[src/rtl/z80_bus_pkg.sv]
// Shared types and constants for the Z80 bus companion and its interrupt controller.
// Wait-state counter width bounds MEM_WAIT/IO_WAIT to 0..15.
package z80_bus_pkg;

    typedef enum logic [1:0] {
        IDLE,
        WAIT,
        DONE
    } wait_state_e;

    localparam logic [7:0] ACK_SPURIOUS = 8'hFF;
    localparam int         WCNT_W       = 4;

endpackage

[src/rtl/z80_bus_ctrl_if.sv]
// CPU-side strobes, interrupt lines and acknowledge vector between the T80 wrapper and z80_bus_ctrl.
// master = CPU wrapper / board side, slave = bus controller.
interface z80_bus_ctrl_if #(
    parameter int N_IRQ = 4
);
    logic             CPU_MREQ_N;
    logic             CPU_IORQ_N;
    logic             CPU_M1_N;
    logic             CPU_RD_N;
    logic             CPU_WR_N;
    logic             EXT_WAIT_N;
    logic             CPU_CEN;
    logic             CPU_WAIT_N;
    logic             CPU_INT_N;
    logic [N_IRQ-1:0] IRQ_REQ;
    logic [N_IRQ-1:0] IRQ_MASK;
    logic [N_IRQ-1:0] IRQ_PEND;
    logic [7:0]       ACK_DATA;
    logic             ACK_OE;

    modport master (
        output CPU_MREQ_N, CPU_IORQ_N, CPU_M1_N, CPU_RD_N, CPU_WR_N, EXT_WAIT_N,
        output IRQ_REQ, IRQ_MASK,
        input  CPU_CEN, CPU_WAIT_N, CPU_INT_N, IRQ_PEND, ACK_DATA, ACK_OE
    );

    modport slave (
        input  CPU_MREQ_N, CPU_IORQ_N, CPU_M1_N, CPU_RD_N, CPU_WR_N, EXT_WAIT_N,
        input  IRQ_REQ, IRQ_MASK,
        output CPU_CEN, CPU_WAIT_N, CPU_INT_N, IRQ_PEND, ACK_DATA, ACK_OE
    );
endinterface

[src/rtl/z80_irq_ctrl.sv]
// N-source interrupt controller: 2-flop sync, rising-edge pending latches, priority encode, IM2 ack.
// Latency: request edge -> pending 3 CLK, INT_N 1 CLK after pending; vector valid 1 CLK after ack start.
// Backpressure: none; ack held until IORQ_N rises. Vectors only with Z80_BUS_IM2_VECTOR_EN.
module z80_irq_ctrl
    import z80_bus_pkg::*;
#(
    parameter int         N_IRQ    = 4,
    parameter logic [7:0] VEC_BASE = 8'hE0
) (
    input  logic             clk,
    input  logic             rst_n,
    input  logic [N_IRQ-1:0] irq_req,
    input  logic [N_IRQ-1:0] irq_mask,
    input  logic             m1_n,
    input  logic             iorq_n,
    output logic [N_IRQ-1:0] irq_pend,
    output logic             int_n,
    output logic [7:0]       ack_data,
    output logic             ack_oe
);

    logic [N_IRQ-1:0] sync1_q, sync2_q, sync3_q;
    logic [N_IRQ-1:0] pend_q, pend_d, active, clr;
    logic             int_n_q, int_n_d;
    logic             ack_oe_q, ack_oe_d;
    logic             hit_q, hit_d;
    logic [2:0]       idx_q, idx_d;
    logic [2:0]       enc_idx;
    logic             enc_hit;
    logic             ack;

    assign active = pend_q & irq_mask;
    assign ack    = ~m1_n & ~iorq_n;

    // Lowest index wins: scan downwards so the last assignment is the lowest set bit.
    always_comb begin
        enc_hit = 1'b0;
        enc_idx = '0;
        for (int i = N_IRQ - 1; i >= 0; i--) begin
            if (active[i]) begin
                enc_hit = 1'b1;
                enc_idx = 3'(i);
            end
        end
    end

    always_comb begin
        ack_oe_d = ack_oe_q;
        hit_d    = hit_q;
        idx_d    = idx_q;
        clr      = '0;
        if (!ack_oe_q && ack) begin
            ack_oe_d = 1'b1;
            hit_d    = enc_hit;
            idx_d    = enc_idx;
        end else if (ack_oe_q && iorq_n) begin
            ack_oe_d = 1'b0;
            hit_d    = 1'b0;
            for (int i = 0; i < N_IRQ; i++) begin
                clr[i] = hit_q && (idx_q == 3'(i));
            end
        end
        // A fresh edge landing in the clearing cycle keeps the source pending.
        pend_d  = (pend_q & ~clr) | (sync2_q & ~sync3_q);
        int_n_d = ~|active;
    end

    always_ff @(posedge clk or negedge rst_n) begin
        if (!rst_n) begin
            sync1_q  <= '0;
            sync2_q  <= '0;
            sync3_q  <= '0;
            pend_q   <= '0;
            int_n_q  <= 1'b1;
            ack_oe_q <= 1'b0;
            hit_q    <= 1'b0;
            idx_q    <= '0;
        end else begin
            sync1_q  <= irq_req;
            sync2_q  <= sync1_q;
            sync3_q  <= sync2_q;
            pend_q   <= pend_d;
            int_n_q  <= int_n_d;
            ack_oe_q <= ack_oe_d;
            hit_q    <= hit_d;
            idx_q    <= idx_d;
        end
    end

`ifdef Z80_BUS_IM2_VECTOR_EN
    logic [7:0] ack_data_q, ack_data_d;

    always_comb begin
        ack_data_d = ack_data_q;
        if (!ack_oe_q && ack) begin
            ack_data_d = enc_hit ? (VEC_BASE + 8'({enc_idx, 1'b0})) : ACK_SPURIOUS;
        end else if (ack_oe_q && iorq_n) begin
            ack_data_d = ACK_SPURIOUS;
        end
    end

    always_ff @(posedge clk or negedge rst_n) begin
        if (!rst_n) begin
            ack_data_q <= ACK_SPURIOUS;
        end else begin
            ack_data_q <= ack_data_d;
        end
    end

    assign ack_data = ack_data_q;
`else
    // IM0/IM1 build: all-ones OR'd with the base is always 8'hFF (RST 38h).
    assign ack_data = ACK_SPURIOUS | VEC_BASE;
`endif

    assign irq_pend = pend_q;
    assign int_n    = int_n_q;
    assign ack_oe   = ack_oe_q;

endmodule

[src/rtl/z80_bus_ctrl.sv]
// Z80 bus companion: CPU clock enable, MEM/IO wait-state insertion, interrupt controller (opt Z80_BUS_IM2_VECTOR_EN).
// Latency: CEN registered; WAIT_N drops one CEN after a strobe is seen; EXT_WAIT_N is combinational.
// Backpressure: WAIT_N stalls the CPU for exactly MEM_WAIT/IO_WAIT CEN periods per access.
module z80_bus_ctrl
    import z80_bus_pkg::*;
#(
    parameter int         CLK_DIV  = 4,
    parameter int         MEM_WAIT = 0,
    parameter int         IO_WAIT  = 1,
    parameter int         N_IRQ    = 4,
    parameter logic [7:0] VEC_BASE = 8'hE0
) (
    input logic           CLK,
    input logic           RESET_N,
    z80_bus_ctrl_if.slave bus
);

    localparam int               DIV_W    = (CLK_DIV > 1) ? $clog2(CLK_DIV) : 1;
    localparam logic [DIV_W-1:0] DIV_LAST = DIV_W'(CLK_DIV - 1);

    logic [DIV_W-1:0]  div_q, div_d;
    logic              cen_q, cen_d;
    wait_state_e       state_q, state_d;
    logic [WCNT_W-1:0] cnt_q, cnt_d;
    logic              mem_acc, io_acc;

    assign mem_acc = ~bus.CPU_MREQ_N & (~bus.CPU_RD_N | ~bus.CPU_WR_N);
    assign io_acc  = ~bus.CPU_IORQ_N & bus.CPU_M1_N;

    always_comb begin
        cen_d = (div_q == DIV_LAST);
        div_d = cen_d ? '0 : div_q + DIV_W'(1);
    end

    // Refresh (MREQ without RD/WR) and IM2 ack (IORQ with M1) never start a wait.
    always_comb begin
        state_d = state_q;
        cnt_d   = cnt_q;
        if (cen_q) begin
            case (state_q)
                IDLE: begin
                    if (mem_acc) begin
                        cnt_d   = WCNT_W'(MEM_WAIT);
                        state_d = (MEM_WAIT != 0) ? WAIT : DONE;
                    end else if (io_acc) begin
                        cnt_d   = WCNT_W'(IO_WAIT);
                        state_d = (IO_WAIT != 0) ? WAIT : DONE;
                    end
                end
                WAIT: begin
                    cnt_d = cnt_q - WCNT_W'(1);
                    if (cnt_q == WCNT_W'(1)) begin
                        state_d = DONE;
                    end
                end
                DONE: begin
                    if (bus.CPU_MREQ_N && bus.CPU_IORQ_N) begin
                        state_d = IDLE;
                    end
                end
                default: state_d = IDLE;
            endcase
        end
    end

    always_ff @(posedge CLK or negedge RESET_N) begin
        if (!RESET_N) begin
            div_q   <= '0;
            cen_q   <= 1'b0;
            state_q <= IDLE;
            cnt_q   <= '0;
        end else begin
            div_q   <= div_d;
            cen_q   <= cen_d;
            state_q <= state_d;
            cnt_q   <= cnt_d;
        end
    end

    assign bus.CPU_CEN    = cen_q;
    assign bus.CPU_WAIT_N = (state_q != WAIT) & bus.EXT_WAIT_N;

    z80_irq_ctrl #(
        .N_IRQ    (N_IRQ),
        .VEC_BASE (VEC_BASE)
    ) u_irq (
        .clk      (CLK),
        .rst_n    (RESET_N),
        .irq_req  (bus.IRQ_REQ),
        .irq_mask (bus.IRQ_MASK),
        .m1_n     (bus.CPU_M1_N),
        .iorq_n   (bus.CPU_IORQ_N),
        .irq_pend (bus.IRQ_PEND),
        .int_n    (bus.CPU_INT_N),
        .ack_data (bus.ACK_DATA),
        .ack_oe   (bus.ACK_OE)
    );

endmodule
[src/flat_wrapper.sv]
// flat-port wrapper written by rule: the top's interface ports become plain ports
module z80_bus_ctrl_flat import z80_bus_pkg::*;
#(
    parameter int         CLK_DIV  = 4,
    parameter int         MEM_WAIT = 0,
    parameter int         IO_WAIT  = 1,
    parameter int         N_IRQ    = 4,
    parameter logic [7:0] VEC_BASE = 8'hE0
)
  (CLK, RESET_N, bus_CPU_MREQ_N, bus_CPU_IORQ_N, bus_CPU_M1_N, bus_CPU_RD_N, bus_CPU_WR_N, bus_EXT_WAIT_N, bus_IRQ_REQ, bus_IRQ_MASK, bus_CPU_CEN, bus_CPU_WAIT_N, bus_CPU_INT_N, bus_IRQ_PEND, bus_ACK_DATA, bus_ACK_OE);
  z80_bus_ctrl_if #(.N_IRQ(N_IRQ)) bus_i ();
  input logic CLK;
  input logic RESET_N;
  input wire logic [$bits(bus_i.CPU_MREQ_N)-1:0] bus_CPU_MREQ_N;
  input wire logic [$bits(bus_i.CPU_IORQ_N)-1:0] bus_CPU_IORQ_N;
  input wire logic [$bits(bus_i.CPU_M1_N)-1:0] bus_CPU_M1_N;
  input wire logic [$bits(bus_i.CPU_RD_N)-1:0] bus_CPU_RD_N;
  input wire logic [$bits(bus_i.CPU_WR_N)-1:0] bus_CPU_WR_N;
  input wire logic [$bits(bus_i.EXT_WAIT_N)-1:0] bus_EXT_WAIT_N;
  input wire logic [$bits(bus_i.IRQ_REQ)-1:0] bus_IRQ_REQ;
  input wire logic [$bits(bus_i.IRQ_MASK)-1:0] bus_IRQ_MASK;
  output wire logic [$bits(bus_i.CPU_CEN)-1:0] bus_CPU_CEN;
  output wire logic [$bits(bus_i.CPU_WAIT_N)-1:0] bus_CPU_WAIT_N;
  output wire logic [$bits(bus_i.CPU_INT_N)-1:0] bus_CPU_INT_N;
  output wire logic [$bits(bus_i.IRQ_PEND)-1:0] bus_IRQ_PEND;
  output wire logic [$bits(bus_i.ACK_DATA)-1:0] bus_ACK_DATA;
  output wire logic [$bits(bus_i.ACK_OE)-1:0] bus_ACK_OE;
  assign bus_i.CPU_MREQ_N = bus_CPU_MREQ_N;
  assign bus_i.CPU_IORQ_N = bus_CPU_IORQ_N;
  assign bus_i.CPU_M1_N = bus_CPU_M1_N;
  assign bus_i.CPU_RD_N = bus_CPU_RD_N;
  assign bus_i.CPU_WR_N = bus_CPU_WR_N;
  assign bus_i.EXT_WAIT_N = bus_EXT_WAIT_N;
  assign bus_i.IRQ_REQ = bus_IRQ_REQ;
  assign bus_i.IRQ_MASK = bus_IRQ_MASK;
  assign bus_CPU_CEN = bus_i.CPU_CEN;
  assign bus_CPU_WAIT_N = bus_i.CPU_WAIT_N;
  assign bus_CPU_INT_N = bus_i.CPU_INT_N;
  assign bus_IRQ_PEND = bus_i.IRQ_PEND;
  assign bus_ACK_DATA = bus_i.ACK_DATA;
  assign bus_ACK_OE = bus_i.ACK_OE;
  z80_bus_ctrl #(.CLK_DIV(CLK_DIV), .MEM_WAIT(MEM_WAIT), .IO_WAIT(IO_WAIT), .N_IRQ(N_IRQ), .VEC_BASE(VEC_BASE)) u_core (.CLK(CLK), .RESET_N(RESET_N), .bus(bus_i));
endmodule
[config.mk]
export PLATFORM = sky130hd
export DESIGN_NAME = z80_bus_ctrl_flat
export DESIGN_NICKNAME = d
export VERILOG_FILES = /design/src/rtl/z80_bus_pkg.sv /design/src/rtl/z80_bus_ctrl_if.sv /design/src/rtl/z80_irq_ctrl.sv /design/src/rtl/z80_bus_ctrl.sv /design/src/flat_wrapper.sv
export SDC_FILE = /design/constraint.sdc
export NUM_CORES = 1
export LEC_CHECK = 0
export CORE_MARGIN = 2
export CORE_UTILIZATION = 47
export CTS_BUF_LIST = sky130_fd_sc_hd__clkbuf_8 sky130_fd_sc_hd__clkbuf_16
export DETAILED_ROUTE_END_ITERATION = 6
export PLACE_DENSITY = 0.77
export SYNTH_ARGS = -nofsm -noshare
export SYNTH_HDL_FRONTEND = slang
export SYNTH_SLANG_ARGS = --single-unit
[constraint.sdc]
create_clock -name CLK -period 1.75 [get_ports CLK]
set_clock_uncertainty 0.1 [all_clocks]
set_input_delay 0.175 -clock CLK [delete_from_list [all_inputs] [get_ports CLK]]
set_output_delay 0.175 -clock CLK [all_outputs]
set_load 0.02 [all_outputs]
==> results.cfg, run 1 <==
[sta]
rsz0062_at_grt = false
setup_viol = 0
drv_slew = 0
whs_ns = 0.181
setup_tns_ns = 0
hold_viol = 0
fin_ws_ns = 0.0952
finalCriticalPeriod_ns = 1.65
max_freq_ghz = 0.604
fin_crit_sh_pct = 94.6

[die]
die_area_um2 = 3070
core_um2 = 2500
row_count = 18
die_w_um = 55.4
fp.dieH_um = 55.4
ioPinCount = 32
initial_core_util_pct = 49.7

[route]
first_iter_violations = 11
wl_um = 2220
viasPerCell = 5.06
first_pass_iters = 4
wl_per_cell_um = 13.3
drc_errors = 0
num_vias = 840
ant_nets = 0

[placed_design]
port-buffer-count = 23
preCtsSetupSlack_ns = 0.140
place.gp.congestion = 0.806
dp_hpwl_um = 1560

[run_status]
status = finished, final reports clean

[clock_network]
clkTransAtPathRegs_ns = 0.06
max-clock-path-buffers = 2
tritoncts = done
clockRootBuffer = clkbuf_8
cts_hold_buffers = 0
insertion_delay_ns = 0.28
cts_sinks = 30
numCtsBuffers = 5
cts_setup_buffers = 0
htree_num_levels = 2

[global_route]
antenna_found_initial = 0
grt_first_pass_wirelength_um = 3770
grt-ovfl-total = 0
grt_max_degree = 31
gr-usage-all-layers_pct = 16.3
grt_pass1_vias = 811

[pwr]
p_leak_uw = 0.000707
ir_drop_uv = 913
powerDensity_nw_per_um2 = 1100
p_total_uw = 1780

[logic_synthesis]
synth_top_area_share_pct = 58.4
synth_seq_cells = 30
yosysWarnings = 0
synthCells = 105
synth-seq-area-share_pct = 60.5
syn_area_um2 = 1240
synth_area_leaders = dfrtp_1, buf_4, ha_1
synthesis.area_per_instance_um2 = 11.8
ys_types = 33
yosysTopAreaCell = dfrtp_1

[setup_path]
cp_slowest_cell = clkdlybuf4s50_1
rr_endpoint = u_core.cnt_q[3]
rrSetupSlack_ns = 0.31
cp_data_arrival_time_ns = 1.38
required_ns = 1.47
r2r-start = u_core.state_q[1]
startpoint_type = flop
end_kind = primary output
cp_num_buf_inv = 1
cpLargestDelayFamily = buffers and inverters
reg2reg_depth = 4
path_class = flop to primary output
crit_path_cell_trace = clkdlybuf4s50_1
slowest_delay_ns = 0.59
critPathMaxFanout = 1

[final_layout]
drive_gt1_share_pct = 11.8
final_cell_mix = dfrtp_1, clkdlybuf4s50_1, inv_1
synthToLayoutAreaGrowth_pct = 29.4
diodes = 0
final_common_cell = dfrtp_1
layout.nets = 155
fin_util_pct = 64.4

[min_path]
min_path_type = input port to asynchronous set/reset pin

[flow_run]
drv_cap = 0
-- area by class of cell --
class	instances	area [um2]
Clock buffer	6	82.6
Clock inverter	1	30.0
Fill cell	195	891
Inverter	10	37.5
Multi-Input combinational cell	62	410
Sequential cell	30	752
Tap cell	30	37.5
Timing Repair Buffer	27	259
-- stage by stage --
step | cell area, um2 | cells
floorplan | 1270 | 112
global placement | 1500 | 159
detailed placement | 1500 | 159
CTS | 1610 | 166
global route | 1610 | 166
finish | 1610 | 166
-- metal layers --
metal  wire [um]  track usage [%]
met1        1020             20.4
met2        1040             24.8
met3         111             6.56
met4          40             7.32
met5           0                0
-- flip-flops by register name (all words and copies together) (netlist names) --
name	flops
u_core.u_irq.sync1_q	4
u_core.bus.CPU_CEN	1
u_core.u_irq.sync3_q	4
u_core.u_irq.sync2_q	4
u_core.u_irq.hit_q	1
u_core.u_irq.idx_q	2
u_core.u_irq.irq_pend	4
u_core.u_irq.ack_oe	1
u_core.u_irq.int_n	1
u_core.cnt_q	4
u_core.div_q	2
u_core.state_q	2
-- report_power, final --
group | switching (uW) | internal (uW) | leakage (uW) | total (uW)
Sequential | 62.7 | 762 | 0.000340 | 825
Clock | 238 | 454 | 0.0000573 | 692
Combinational | 127 | 132 | 0.000310 | 259
-- worst register-to-register path, stage by stage, from the launching register on --
cell     delay [ns]
dfrtp_1        0.38
buf_4          0.15
and2b_1        0.31
o31ai_2        0.13
a22o_1         0.25
-- worst max path at each step --
stage / startpoint / to / cells past startpoint
finish: u_core.u_irq.int_n / bus_CPU_INT_N / 1
global route: u_core.u_irq.int_n / bus_CPU_INT_N / 1
CTS: u_core.u_irq.int_n / bus_CPU_INT_N / 1
detailed placement: bus_EXT_WAIT_N / bus_CPU_WAIT_N / 3
global placement: bus_EXT_WAIT_N / bus_CPU_WAIT_N / 3
floorplan: u_core.u_irq.ack_oe / u_core.u_irq.idx_q[0] / 3
-- kinds of logic after synthesis --
group / Yosys count / share of synthesized area, %
adders and majority gates: 3 / 3.02
DFF: 30 / 60.5
and+or+nand+nor: 20 / 9.16
muxes: 3 / 2.62
AOI/OAI and AO/OA: 28 / 15.8
buffers and inverters: 20 / 8.65
other: 1 / 0.302
-- what timing repair did --
action / CTS / global route
setup endpoints to repair: 1 / 0
endpoints found under the hold margin: 0 / 0
resized for setup: 1 / 0
-- synthesized netlist by cell type --
| cell | instances |
|---|---|
| dfrtp_1 | 29 |
| inv_1 | 10 |
| buf_4 | 8 |
| o21ai_0 | 7 |
| a21oi_1 | 5 |
| nand2_1 | 4 |
| a22o_1 | 3 |
| ha_1 | 3 |
| o21ai_1 | 3 |
| o31ai_2 | 3 |
| a22oi_1 | 2 |
| and2_1 | 2 |
| buf_2 | 2 |
| nand3_1 | 2 |
| nor2_1 | 2 |
| nor2b_1 | 2 |
| o31ai_1 | 2 |
| a211o_1 | 1 |
| a32o_1 | 1 |
| a32oi_1 | 1 |
| and2b_1 | 1 |
| conb_1 | 1 |
| dfstp_2 | 1 |
| mux2_1 | 1 |
| mux2_2 | 1 |
| mux2i_1 | 1 |
| nand2b_1 | 1 |
| nand3b_1 | 1 |
| nand4_1 | 1 |
| nor3_1 | 1 |
| nor3b_1 | 1 |
| nor4bb_1 | 1 |
| or3_1 | 1 |
No activity file was read; power rests on OpenSTA's default activity.
==> run 2: changes to the inputs <==
Settings changed: REMOVE_ABC_BUFFERS set to 1.
==> results.cfg, run 2 (synthesis gave the netlist of run 1 again) <==
[run_status]
status = finished, final reports clean

[clock_network]
clkTransAtPathRegs_ns = 0.06
cts_hold_buffers = 0
insertion_delay_ns = 0.27
numCtsBuffers = 5
cts_resized = 1
htree_num_levels = 2
cts_setup_buffers = 0
tritoncts = done
max-clock-path-buffers = 2
clockRootBuffer = clkbuf_8
cts_sinks = 30

[die]
row_count = 18
ioPinCount = 32
initial_core_util_pct = 49.7
die_area_um2 = 3070
fp.dieH_um = 55.4
core_um2 = 2500
die_w_um = 55.4

[setup_path]
cp_data_arrival_time_ns = 1.37
r2r-start = u_core.cnt_q[0]
setup.worst_path.end = bus_CPU_INT_N
startpoint_type = flop
path_class = flop to primary output
reg2reg_depth = 3
crit_path_cell_trace = clkdlybuf4s50_1
rrSetupSlack_ns = 0.40
cpLargestDelayFamily = buffers and inverters
cp_slowest_cell = clkdlybuf4s50_1
rr_endpoint = u_core.cnt_q[3]
crit_cells = 1
end_kind = primary output
startpoint = u_core.u_irq.int_n
critPathMaxFanout = 1
cp_num_buf_inv = 1
slowest_delay_ns = 0.59
required_ns = 1.47

[sta]
setup_tns_ns = 0
max_freq_ghz = 0.609
rsz0062_at_grt = false
whs_ns = 0.183
hold_viol = 0
setup_viol = 0
drv_slew = 0
finalCriticalPeriod_ns = 1.64
fin_crit_sh_pct = 93.8

[flow_run]
drv_cap = 0

[final_layout]
synthToLayoutAreaGrowth_pct = 27.1
finalNonFillerCells = 166
fin_util_pct = 63.2
final_cell_mix = dfrtp_1, clkdlybuf4s50_1, inv_1
final_cell_area_um2 = 1580
diodes = 0
layout.nets = 154
drive_gt1_share_pct = 11.0
final_common_cell = dfrtp_1

[global_route]
grt_first_pass_wirelength_um = 3680
gr-usage-all-layers_pct = 15.4
grt_pass1_vias = 836
antenna_found_initial = 0
grt-ovfl-total = 0
grt_max_degree = 31

[placed_design]
dpl_cell_area_um2 = 1490
dp.cells = 158
dp_hpwl_um = 1530
place.gp.congestion = 0.795
port-buffer-count = 23

[pwr]
clkPwrFrac_pct = 33.4
ir_drop_uv = 751
internal_power_uw = 1210
swShare_pct = 26.1
powerDensity_nw_per_um2 = 1030
p_comb_share_pct = 16.1
p_leak_uw = 0.000697
power_frac_seq_pct = 50.5
power_switching_uw = 426

[route]
wl_per_cell_um = 12.7
first_iter_violations = 18
viasPerCell = 5.12
first_pass_iters = 4
drc_errors = 0
num_vias = 850
ant_nets = 0
wl_um = 2110

[min_path]
min_path_type = input port to asynchronous set/reset pin
==> run 2: changes by cell type in the layout (fill, tap and decap cells not counted) <==
cell and change:
buf_4 -1, bufinv_16 -1, inv_1 +1, clkinv_2 +1
==> run 2: metal layers <==
layer | part of all wire, % | track usage (%) | up-vias | routed length, um
met4 | 1.2 | 5.92 | 0 | 25
met1 | 43 | 18.5 | 415 | 914
li1 | - | - | 408 | -
met5 | 0 | 0 | - | 0
met2 | 50 | 24.8 | 23 | 1060
met3 | 5.0 | 6.09 | 4 | 106
==> run 2: power groups by stage <==
stage | registers [uW] | clock network (uW) | logic (uW)
after floorplan | 829 | 0 | 156
after global placement | 829 | 0 | 252
after detailed placement | 835 | 0 | 264
after CTS | 823 | 564 | 267
after global routing | 835 | 606 | 300
final | 824 | 545 | 263
==> run 2: how the worst min path moves through the flow <==
stage               slack [ns]                        to  depth (start not counted)                     from
finish                    0.18  u_core.u_irq.irq_pend[2]                          2                  RESET_N
global route              0.20  u_core.u_irq.irq_pend[2]                          2                  RESET_N
CTS                       0.19  u_core.u_irq.irq_pend[2]                          2                  RESET_N
detailed placement        0.23   u_core.u_irq.sync2_q[0]                          0  u_core.u_irq.sync1_q[0]
global placement          0.23   u_core.u_irq.sync2_q[1]                          0  u_core.u_irq.sync1_q[1]
floorplan                -0.22        u_core.bus.CPU_CEN                          0                  RESET_N
==> run 2: layout make-up <==
| class | instances | area [um2] |
|---|---|---|
| clock buffers | 6 | 82.6 |
| clock inverters | 2 | 8.76 |
| fillers | 204 | 920 |
| inverters | 10 | 37.5 |
| multi-input cells | 62 | 410 |
| flip-flops and latches | 30 | 752 |
| well taps | 30 | 37.5 |
| repair buffers | 26 | 251 |
==> run 2: per-stage QoR <==
| stage | worst slack (ns) | power (uW) |
|---|---|---|
| 2_1_floorplan | 0.444 | 985 |
| 3_5_place_dp | 0.123 | 1100 |
| 3_3_place_gp | 0.135 | 1080 |
| 6_report | 0.108 | 1630 |
| 4_1_cts | 0.0931 | 1650 |
| 5_1_grt | 0.0669 | 1740 |
==> run 3: changes to the inputs <==
Settings changed: ABC_AREA set to 1, CORE_UTILIZATION 47 to 50, CTS_BUF_LIST sky130_fd_sc_hd__clkbuf_8 sky130_fd_sc_hd__clkbuf_16 to sky130_fd_sc_hd__clkbuf_8, PLACE_DENSITY 0.77 to 0.81, SETUP_SLACK_MARGIN set to 0.15.
==> results.cfg, run 3 <==
[logic_synthesis]
synth_seq_cells = 30
yosysTopAreaCell = dfrtp_1
synthCells = 133
synthTopCellsByCount = dfrtp_1, nand2_1, o21ai_0
synth_edf_count = 0
synthesis.area_per_instance_um2 = 9.50
ys_types = 17
synth_area_leaders = dfrtp_1, nand2_1, o21ai_0
synth_flop_cell = dfrtp_1
syn_area_um2 = 1260
yosysWarnings = 0
synth.most_common_cell = dfrtp_1
synth_top_area_share_pct = 57.4
ys_async_sr_fraction_pct = 100
synth-seq-area-share_pct = 59.5

[global_route]
grt_max_degree = 31
grt_first_pass_wirelength_um = 3750
grt-ovfl-total = 0
grt_pass1_vias = 910
antenna_found_initial = 0
gr-usage-all-layers_pct = 18.8

[final_layout]
final_cell_mix = dfrtp_1, nand2_1, o21ai_0, clkdlybuf4s50_1, inv_1
final_cell_area_um2 = 1600
finalNonFillerCells = 194
drive_gt1_share_pct = 12.2
final_common_cell = dfrtp_1
diodes = 0
synthToLayoutAreaGrowth_pct = 26.5
layout.nets = 182

[route]
ant_nets = 0
drc_errors = 0
first_iter_violations = 13
num_vias = 924
first_pass_iters = 4
viasPerCell = 4.76
wl_um = 2320
wl_per_cell_um = 12.0

[die]
ioPinCount = 32
fp.dieH_um = 54.3
die_area_um2 = 2950
core_um2 = 2430
die_w_um = 54.3
initial_core_util_pct = 52.0
row_count = 18

[sta]
whs_ns = 0.173
hold_viol = 0
fin_crit_sh_pct = 89.0
drv_slew = 0
max_freq_ghz = 0.642
rsz0062_at_grt = false
setup_viol = 0
setup_tns_ns = 0
finalCriticalPeriod_ns = 1.56

[setup_path]
end_kind = primary output
required_ns = 1.47
path_class = flop to primary output
rrSetupSlack_ns = 0.42
cp_slowest_cell = clkdlybuf4s50_1
r2r-start = u_core.cnt_q[0]
cp_num_buf_inv = 1
startpoint_type = flop
reg2reg_depth = 5
cpLargestDelayFamily = buffers and inverters
slowest_delay_ns = 0.62
critPathMaxFanout = 3
cp_data_arrival_time_ns = 1.28
crit_path_cell_trace = clkdlybuf4s50_1
rr_endpoint = u_core.cnt_q[2]

[run_status]
status = finished, final reports clean

[clock_network]
numCtsBuffers = 5
cts_sinks = 30
cts_resized = 2
insertion_delay_ns = 0.28
clockRootBuffer = clkbuf_8
tritoncts = done
cts_setup_buffers = 0
htree_num_levels = 2
cts_hold_buffers = 0
clkTransAtPathRegs_ns = 0.07
max-clock-path-buffers = 2

[placed_design]
dpl_cell_area_um2 = 1510
dp_hpwl_um = 1560
port-buffer-count = 23
place.gp.congestion = 0.773
dp.cells = 186

[pwr]
powerDensity_nw_per_um2 = 1210
p_leak_uw = 0.000804
ir_drop_uv = 869

[flow_run]
drv_cap = 0

[min_path]
min_path_type = input port to asynchronous set/reset pin
run 3: changes by cell type in the layout (fill, tap and decap cells not counted), moves of 3 or more:
cell / before / now
nand2_2: 0 / 3
nand2_1: 4 / 28
o31ai_2: 3 / 0
nand3_1: 2 / 8
inv_1: 11 / 17
nor2_1: 2 / 6
o21ai_1: 3 / 0
clkdlybuf4s50_1: 22 / 19
o21ai_0: 7 / 19
a22o_1: 3 / 0
run 3: how the worst max path moves through the flow:
| stage | startpoint | to | slack [ns] | cells past startpoint |
|---|---|---|---|---|
| floorplan | u_core.cnt_q[1] | u_core.state_q[0] | 0.61 | 7 |
| global placement | bus_EXT_WAIT_N | bus_CPU_WAIT_N | 0.12 | 4 |
| detailed placement | bus_EXT_WAIT_N | bus_CPU_WAIT_N | 0.12 | 4 |
| CTS | u_core.state_q[1] | bus_CPU_WAIT_N | 0.14 | 5 |
| global route | u_core.u_irq.irq_pend[1] | bus_IRQ_PEND[1] | 0.16 | 1 |
| finish | u_core.u_irq.irq_pend[1] | bus_IRQ_PEND[1] | 0.19 | 1 |
run 3: per-stage QoR:
| stage | utilization, % | worst slack, ns | power, uW |
|---|---|---|---|
| 2_1_floorplan | - | 0.607 | 1200 |
| 3_3_place_gp | 61.9 | 0.123 | 1330 |
| 3_5_place_dp | 61.9 | 0.115 | 1370 |
| 4_1_cts | 65.7 | 0.141 | 1950 |
| 5_1_grt | 65.7 | 0.157 | 2070 |
| 6_report | 65.7 | 0.193 | 1930 |
run 3: logic make-up after synthesis:
logic type / share of synthesized area, %
flip-flops: 59.5
AO/OA/AOI/OAI: 9.21
AND/OR/NAND/NOR: 17.6
buffers and inverters: 10.4
adder cells (fa/ha/maj): 2.97
other: 0.297
run 3: cell type report:
type / instances / area (um2)
Clock inverter: 2 / 12.5
Timing Repair Buffer: 24 / 236
Tap cell: 30 / 37.5
Multi-Input combinational cell: 83 / 407
Sequential cell: 30 / 752
Clock buffer: 6 / 82.6
Fill cell: 196 / 833
Inverter: 19 / 71.3
run 3: worst reg2reg max path: stages (launching register included):
cell	delay, ns
dfrtp_1	0.41
inv_1	0.10
ha_1	0.22
a21oi_1	0.16
o21ai_0	0.09
o21ai_0	0.17
run 3: where the power goes:
group          leakage, uW  internal (uW)  switching [uW]
logic             0.000404            184             291
clock network    0.0000472            315             251
registers         0.000353            793            98.5
run 3: layer usage:
metal  GRT usage (%)  routed length, um
met1            21.7                962
met2            31.9               1170
met3            4.92                145
met4            10.0                 41
met5               0                  0
